`src/rtl/ysyx_220053_arb_pkg.sv`:
```
// Shared types for the IFU/LSU memory arbiter: FSM states, owner encoding, width defaults.
package ysyx_220053_arb_pkg;

    localparam int ADDR_W_DEF = 64;
    localparam int DATA_W_DEF = 64;

    typedef enum logic [1:0] {
        IDLE = 2'd0,
        REQ  = 2'd1,
        WAIT = 2'd2,
        RESP = 2'd3
    } arb_state_e;

    typedef enum logic {
        OWN_IFU = 1'b0,
        OWN_LSU = 1'b1
    } arb_owner_e;

endpackage

```
`src/rtl/ysyx_220053_arb_pick.sv`:
```
// Two-way grant logic. With YSYX_220053_ARB_RR_EN defined, ties alternate via rr_ptr;
// otherwise the LSU always wins a tie.
module ysyx_220053_arb_pick #(
    parameter int RST_PRIO_LSU = 1
) (
`ifdef YSYX_220053_ARB_RR_EN
    input  logic clk,
    input  logic rst,
`endif
    input  logic en,
    input  logic ifu_req,
    input  logic lsu_req,
    output logic gnt_ifu,
    output logic gnt_lsu
);

    logic lsu_first;

`ifdef YSYX_220053_ARB_RR_EN
    logic rr_ptr;

    // rr_ptr==1: LSU wins the next tie; it points away from whoever was granted last
    always_ff @(posedge clk or negedge rst) begin
        if (!rst)         rr_ptr <= (RST_PRIO_LSU != 0);
        else if (gnt_ifu) rr_ptr <= 1'b1;
        else if (gnt_lsu) rr_ptr <= 1'b0;
    end

    assign lsu_first = rr_ptr;
`else
    // The reset pointer only matters for round-robin; fixed priority is always LSU.
    assign lsu_first = (RST_PRIO_LSU != 0) | 1'b1;
`endif

    assign gnt_lsu = en & lsu_req & (~ifu_req | lsu_first);
    assign gnt_ifu = en & ifu_req & (~lsu_req | ~lsu_first);

endmodule

```
`src/rtl/ysyx_220053_mem_arbiter.sv`:
```
// Single-outstanding arbiter sharing one memory port between IFU and LSU, with IFU flush.
// Tie policy: round-robin when YSYX_220053_ARB_RR_EN is defined, else LSU fixed priority.
module ysyx_220053_mem_arbiter
    import ysyx_220053_arb_pkg::*;
#(
    parameter int ADDR_W       = ADDR_W_DEF,
    parameter int DATA_W       = DATA_W_DEF,
    parameter int RST_PRIO_LSU = 1
) (
    input  logic                clk,
    input  logic                rst,
    input  logic                ifu_req_valid,
    output logic                ifu_req_ready,
    input  logic [ADDR_W-1:0]   ifu_addr,
    input  logic                ifu_flush,
    output logic                ifu_rsp_valid,
    output logic [DATA_W-1:0]   ifu_rdata,
    input  logic                lsu_req_valid,
    output logic                lsu_req_ready,
    input  logic [ADDR_W-1:0]   lsu_addr,
    input  logic                lsu_wen,
    input  logic [DATA_W-1:0]   lsu_wdata,
    input  logic [DATA_W/8-1:0] lsu_wmask,
    output logic                lsu_rsp_valid,
    output logic [DATA_W-1:0]   lsu_rdata,
    output logic                mem_req_valid,
    input  logic                mem_req_ready,
    output logic [ADDR_W-1:0]   mem_addr,
    output logic                mem_wen,
    output logic [DATA_W-1:0]   mem_wdata,
    output logic [DATA_W/8-1:0] mem_wmask,
    input  logic                mem_rsp_valid,
    input  logic [DATA_W-1:0]   mem_rdata
);

    arb_state_e          state, state_nxt;
    arb_owner_e          owner;
    logic [ADDR_W-1:0]   addr_q;
    logic                wen_q;
    logic [DATA_W-1:0]   wdata_q;
    logic [DATA_W/8-1:0] wmask_q;
    logic [DATA_W-1:0]   ifu_rdata_q, lsu_rdata_q;
    logic                flush_pend;
    logic                gnt_ifu, gnt_lsu;
    logic                idle;

    assign idle = (state == IDLE);

    // A flushed fetch is never granted; readies stay low while reset is held.
    ysyx_220053_arb_pick #(
        .RST_PRIO_LSU(RST_PRIO_LSU)
    ) u_pick (
`ifdef YSYX_220053_ARB_RR_EN
        .clk     (clk),
        .rst     (rst),
`endif
        .en      (idle & rst),
        .ifu_req (ifu_req_valid & ~ifu_flush),
        .lsu_req (lsu_req_valid),
        .gnt_ifu (gnt_ifu),
        .gnt_lsu (gnt_lsu)
    );

    always_comb begin
        state_nxt = state;
        case (state)
            IDLE:    if (gnt_ifu | gnt_lsu) state_nxt = REQ;
            REQ:     if (mem_req_ready)     state_nxt = WAIT;
            WAIT:    if (mem_rsp_valid)     state_nxt = RESP;
            RESP:    state_nxt = IDLE;
            default: state_nxt = IDLE;
        endcase
    end

    always_ff @(posedge clk or negedge rst) begin
        if (!rst) begin
            state   <= IDLE;
            owner   <= OWN_IFU;
            addr_q  <= '0;
            wen_q   <= 1'b0;
            wdata_q <= '0;
            wmask_q <= '0;
        end else begin
            state <= state_nxt;
            if (gnt_lsu) begin
                owner   <= OWN_LSU;
                addr_q  <= lsu_addr;
                wen_q   <= lsu_wen;
                wdata_q <= lsu_wdata;
                wmask_q <= lsu_wmask;
            end else if (gnt_ifu) begin
                owner   <= OWN_IFU;
                addr_q  <= ifu_addr;
                wen_q   <= 1'b0;
                wdata_q <= '0;
                wmask_q <= '0;
            end
        end
    end

    // A flushed fetch still runs to completion on the memory side; only its strobe is dropped.
    always_ff @(posedge clk or negedge rst) begin
        if (!rst) begin
            flush_pend  <= 1'b0;
            ifu_rdata_q <= '0;
            lsu_rdata_q <= '0;
        end else begin
            if (state == RESP)
                flush_pend <= 1'b0;
            else if (ifu_flush && owner == OWN_IFU && !idle)
                flush_pend <= 1'b1;
            if (state == WAIT && mem_rsp_valid) begin
                if (owner == OWN_IFU) ifu_rdata_q <= mem_rdata;
                else                  lsu_rdata_q <= mem_rdata;
            end
        end
    end

    assign ifu_req_ready = gnt_ifu;
    assign lsu_req_ready = gnt_lsu;

    assign mem_req_valid = (state == REQ);
    assign mem_addr      = addr_q;
    assign mem_wen       = wen_q;
    assign mem_wdata     = wdata_q;
    assign mem_wmask     = wmask_q;

    assign ifu_rsp_valid = (state == RESP) && (owner == OWN_IFU) && !flush_pend && !ifu_flush;
    assign lsu_rsp_valid = (state == RESP) && (owner == OWN_LSU);
    assign ifu_rdata     = ifu_rdata_q;
    assign lsu_rdata     = lsu_rdata_q;

endmodule
```
`config.mk`:
```
export PLATFORM = sky130hd
export DESIGN_NAME = ysyx_220053_mem_arbiter
export DESIGN_NICKNAME = d
export VERILOG_FILES = /design/src/rtl/ysyx_220053_arb_pkg.sv /design/src/rtl/ysyx_220053_arb_pick.sv /design/src/rtl/ysyx_220053_mem_arbiter.sv
export SDC_FILE = /design/constraint.sdc
export NUM_CORES = 1
export LEC_CHECK = 0
export ABC_CLOCK_PERIOD_IN_PS = 3200
export BUFFER_PORTS_ARGS = -buffer_cell sky130_fd_sc_hd__buf_4
export CAP_MARGIN = 20
export CORE_AREA = 2 2 214 216
export DETAILED_ROUTE_END_ITERATION = 10
export DIE_AREA = 0 0 216 218
export PLACE_DENSITY = 0.48
export SETUP_SLACK_MARGIN = 0.15
export SYNTH_ARGS = -nofsm -noshare
export SYNTH_HDL_FRONTEND = slang
export SYNTH_HIERARCHICAL = 1
export SYNTH_SLANG_ARGS = --single-unit
```
`constraint.sdc`:
```
create_clock -name clk -period 3.2 [get_ports clk]
set_input_delay 0.32 -clock clk [delete_from_list [all_inputs] [get_ports clk]]
set_output_delay 0.32 -clock clk [all_outputs]
set_load 0.1 [all_outputs]
```
==> results of run 1 <==
==> stage by stage <==
step | std cells | utilization [%]
after detailed placement | 1839 | 34.4
after floorplan | 737 | -
after CTS | 2073 | 40.7
final | 2076 | 40.7
after global placement | 1839 | 34.4
after global routing | 2075 | 40.7
==> path summary, 6_finish.rpt <==
kind | end | slack (ps) | depth (start not counted) | start
setup reg to reg | lsu_rdata[44] | 880 | 5 | state[0]
min in group asynchronous | ifu_rdata[3] | 290 | 2 | rst
hold / removal | mem_addr[59] | 40 | 3 | lsu_addr[59]
max in group asynchronous | mem_wdata[8] | 1780 | 3 | rst
hold reg to reg | lsu_rdata[39] | 490 | 1 | lsu_rdata[39]
setup / recovery | ifu_req_ready | 620 | 5 | state[0]
==> flip-flops by register name, summed over array words and instances, names as in the netlist <==
| name | cells |
|---|---|
| lsu_rdata | 64 |
| ifu_rdata | 64 |
| mem_wdata | 64 |
| state | 2 |
| mem_addr | 64 |
| mem_wen | 1 |
| mem_wmask | 8 |
| owner | 1 |
| flush_pend | 1 |
==> synthesized netlist by cell type (all sizes together) <==
master  number
inv          4
o21ai       64
nand3        1
o32a         1
ha           4
nor2         3
a21o         1
nand2       64
clkbuf      12
nor2b        2
nor4b        1
mux2i       64
and2         3
a221oi       1
a21oi        1
dfrtp      269
a22o        73
and3b        1
mux2       129
nand3b       1
buf         38
==> final cells by class <==
cell class | instances | area, µm² | share of cell area [%]
clock buffers | 53 | 1030 | 5.65
repair buffers | 726 | 5960 | 32.6
well taps | 600 | 751 | 4.11
inverters | 4 | 15.0 | 0.0821
diodes | 3 | 7.51 | 0.0411
multi-input cells | 414 | 3710 | 20.3
flip-flops and latches | 269 | 6730 | 36.8
clock inverters | 7 | 70.1 | 0.383
==> critical path, stage by stage, from the launching register on <==
cell and delay [ps]:
dfrtp_1 420, inv_1 100, ha_1 230, and2_1 170, and3b_4 430, buf_4 370
==> metal layers <==
layer	track usage (%)	vias up
met5	0	-
met2	25.2	362
met1	17.9	4250
li1	-	4075
met3	5.34	78
met4	6.46	4
==> kinds of logic after synthesis <==
| kind of cell | count (synthesis) | share of synthesized area [%] |
|---|---|---|
| fa+ha+maj | 4 | 0.461 |
| buf+inv | 54 | 3.84 |
| flops | 269 | 62.1 |
| compound gates | 141 | 9.22 |
| simple gates | 76 | 3.03 |
| mux | 193 | 21.4 |
==> repair_timing <==
action,4_1_cts,5_1_grt
hold endpoints to repair,210,0
resized for setup,0,0
setup buffers,0,0
hold buffers,174,0
==> cells in the final DEF (no fill, tap or decap), types with 5 or more instances in the layout <==
cell and n:
mux2_4 60, clkbuf_1 9, clkbuf_16 35, dlygate4sd3_1 174, mux2_1 5, o21ai_0 64
buf_4 546, nand2_1 64, mux2_2 64, buf_12 5, a22o_1 73, dfrtp_1 269
mux2i_1 64, clkbuf_8 9
==> metrics, run 1 <==
WHS 37.9 ps; largest cells by area after synthesis dfrtp_1, mux2_4, mux2_2; Fillers 4,338; depth of the CTS H-tree 2; DRC 0; unrepaired setup endpoints after global routing no; die footprint 0.0471 mm²; clock sinks 269; Synth-to-Final Area Change 68.5%; Detail Route met3 WL 2.99 mm; Vias per Instance 4.22; Post-Place Worst Slack 840 ps; critical path fanouts, max 15; Top Metal Used met5; skew final 7.74 ps; Slew HR 40.3%; Core Area 0.0449 mm²; Final setup viols 0; Tot GR Track Use 15.2%; Fmax 388 MHz; worst hold path type input pin to flip-flop; met2 wire len 17.9 mm; Post-Syn Area 0.0108 mm²; Ys Warns 6; Final min period 2580 ps; clock root cell clkbuf_16; Post-DP Area 0.0154 mm²; Worst EP arrival 2260 ps; Worst Setup End Kind output pin; CTS tree done; initial antenna violation count 5; largest area contributor in the netlist dfrtp_1; Post-Syn Instances 737; Final nets 1,726; Cell Rows 78; Worst Tran Pin Value 896 ps; kind of critical path flip-flop to output pin; DRT Pass-1 Iters 4; DRT antenna net count 0; met1 wire length 14.8 mm; clock buffer depth 3; Max Cap Viol 0; post-layout instance area 0.0183 mm²; Detailed Route WL 36.9 mm; Ports 542; Post-Syn Nets 1,013; clk slew on worst S/H paths 60 ps; max-slew violations 0; die height 218 µm; Skew-Pair Late Insertion Delay 530 ps; setup ws final 621 ps; vias in the first global route 9,494; first-pass GRT wire length 55.7 mm; CP required 2880 ps; period utilization 80.6%; crit start category flip-flop; Initial Util 24.2%; layout cells sized above 1 49.9%; outcome complete, no violations; I/O Buffers 541; Avg WL per Cell 17.8 µm; Final Hold Fails 0; vias 8,769; die width 216 µm; Post-DP HPWL 25.5 mm; RePlAce Congestion 0.809; TritonCTS Buffers 35; Syn Area/Cell 14.7 µm²; drt initial violations 369; pin count of the biggest net entering global routing 152; GRT overflow 0; Yosys top cell area share 62.1%; TNS Setup 0 ps; flops & latches, synth 269; Cell variety after synth 28; sequential share of the synthesized area 62.1%
Power of run 1 is not shown: default switching activity piles up to over one toggle a cycle in this logic, so the estimate is an artifact.
==> run 2: changes to the inputs <==
ABC_CLOCK_PERIOD_IN_PS = 2700   (was 3200)
clock period = 2.7 ns   (was 3.2 ns; I/O delays follow)
==> run 2 against run 1 <==
Via count is 1.5% higher. Register-to-register slack got worse by 580 ps. Core utilization increased by 0.67 points. Cell area increased by 1.6%.
==> metrics, run 2 (synthesis results as in run 1) <==
vias in the first global route 9,648 (+1.6%); R2R Path End mem_addr[32]; Fmax 414 MHz; Cell Rows 78 (unchanged); flip-flop and latch area 0.00673 mm² (unchanged); Initial Util 24.2% (unchanged); worst hold path type input pin to flip-flop; Vias per Instance 4.22 (-0.13%); CTS tree done; kind of critical path flip-flop to output pin; r2r startpoint state[1]; Worst Reg-to-Reg Cells 7 (+2); crit-path max cell delay 410 ps (-20 ps); clock buffer depth 3 (unchanged); Tot GR Track Use 15.3% (+0.14 points); Post-DP HPWL 25.7 mm (+1.0%); Final Hold Fails 0 (unchanged); critical path fanouts, max 23 (+8); Hold Startpoint ifu_addr[21]; drt initial violations 338 (-8.4%); outcome complete, no violations; crit start category flip-flop; RePlAce Congestion 0.787 (-2.7%); clk slew on worst S/H paths 60 ps (about the same); Worst EP arrival 2150 ps (-110 ps); Worst Setup End Kind output pin; critical path's top delay family simple AND/OR/NAND/NOR gates; CP required 2430 ps (-450 ps); Bufs and invs on worst path 2 (unchanged); I/O Buffers 541 (unchanged); DRT Pass-1 Iters 4 (unchanged); Max Cap Viol 0 (unchanged); Critical Path Slowest Stage Cell dfrtp_1; multi-input logic area 0.00371 mm² (unchanged); Placed Cells 1,843 (+0.22%); Post-DP Area 0.0155 mm² (+0.36%); first-pass GRT wire length 56.3 mm (+0.99%); max-slew violations 0 (unchanged); layout cells sized above 1 48.4% (-1.5 points); die height 218 µm (unchanged); pin count of the biggest net entering global routing 149 (-2.0%); die width 216 µm (unchanged); Final min period 2420 ps; Post-Place Worst Slack 556 ps (-283 ps); TritonCTS Buffers 34 (-2.9%); reg2reg setup slack 300 ps (-580 ps); unrepaired setup endpoints after global routing yes; most common cell after layout, fill and taps aside buf_4; DRT antenna net count 0 (unchanged); Slew HR 35.3% (-5.0 points); clock root cell clkbuf_16; period utilization 89.5%; post-CTS setup buffers 0 (unchanged); GRT overflow 0 (unchanged); Core Area 0.0449 mm² (unchanged); Skew-Pair Late Insertion Delay 530 ps (about the same); DRC 0 (unchanged); Synth-to-Final Area Change 71.3%; Hold Path Depth 3 (unchanged); Ports 542 (unchanged); Detailed Route WL 37.4 mm (+1.2%); Final setup viols 0 (unchanged); clock sinks 269 (unchanged); initial antenna violation count 1 (-4); Fillers 4,261 (-1.8%); setup ws final 285 ps (-336 ps); fin cells 2,109 (+1.6%); CP Cell Sequence inv_1, ha_1, and2_1, and2_4, buf_4; depth of the CTS H-tree 2 (unchanged); post-layout instance area 0.0186 mm² (+1.6%); Avg WL per Cell 17.7 µm (-0.38%); TNS Setup 0 ps (unchanged); Worst Tran Pin Value 971 ps (+75.0 ps); die footprint 0.0471 mm² (unchanged); skew final 18.4 ps (+10.7 ps); Worst Hold Path EP mem_addr[21]; vias 8,897 (+1.5%); Final nets 1,764 (+2.2%); most frequent cells in the layout buf_4, dfrtp_1, dlygate4sd3_1
==> run 2: cell types whose count changed in the layout (fill, tap and decap cells not counted) <==
cell | before | now
dlygate4sd3_1 | 174 | 209
buf_12 | 5 | 6
buf_16 | 0 | 1
diode_2 | 3 | 1
buf_6 | 0 | 1
clkinv_2 | 3 | 2
clkbuf_8 | 9 | 2
buf_4 | 546 | 547
clkbuf_1 | 9 | 14
bufinv_16 | 1 | 0
==> run 2: per-stage QoR <==
| stage | hold slack, ps | utilization (%) |
|---|---|---|
| CTS | 1.21 | 41.3 |
| global placement | 119 | 34.5 |
| floorplan | -25.6 | - |
| detailed placement | 120 | 34.5 |
| global route | 13.1 | 41.4 |
| finish | 38.0 | 41.4 |
==> run 2: layout make-up <==
type / instances / area share (%)
tap: 600 / 4.04
inverter: 4 / 0.0808
clock inverter: 5 / 0.189
antenna: 1 / 0.0135
multi-input combinational: 414 / 20.0
sequential: 269 / 36.2
timing repair buffer: 765 / 34.3
clock buffer: 51 / 5.15
==> run 2: worst reg2reg max path: cells and delay by family, from the launching register on <==
family | cells | cell delay [ps]
adder cells (fa/ha/maj) | 1 | 220
AND/OR/NAND/NOR | 2 | 520
buffers and inverters | 3 | 1000
AO/OA/AOI/OAI | 1 | 150
flip-flops | 1 | 410
==> run 2: how the worst max path moves through the flow <==
stage / cells after the start / endpoint / slack [ps] / start
6_report: 5 / lsu_req_ready / 280 / state[1]
5_1_grt: 8 / mem_addr[32] / 80 / state[1]
4_1_cts: 5 / ifu_req_ready / 180 / state[1]
3_5_place_dp: 7 / state[1] / 560 / state[1]
3_3_place_gp: 7 / state[1] / 610 / state[0]
2_1_floorplan: 2 / ifu_rsp_valid / 200 / state[0]
==> run 2: per-layer routing <==
metal	global-route usage, %	vias up	wire length, µm
met1	18.2	4303	15200
met4	6.62	0	1470
met5	0	-	0
met3	4.88	84	2820
li1	-	4130	-
met2	25.6	380	17900
==> run 2: repair_timing <==
item | in CTS | in global routing
hold buffers | 209 | 0
endpoints found under the hold margin | 283 | 0
endpoints found under the setup margin | 0 | 3
resized for setup | 0 | 2
Power of run 2 is left out for the same reason.
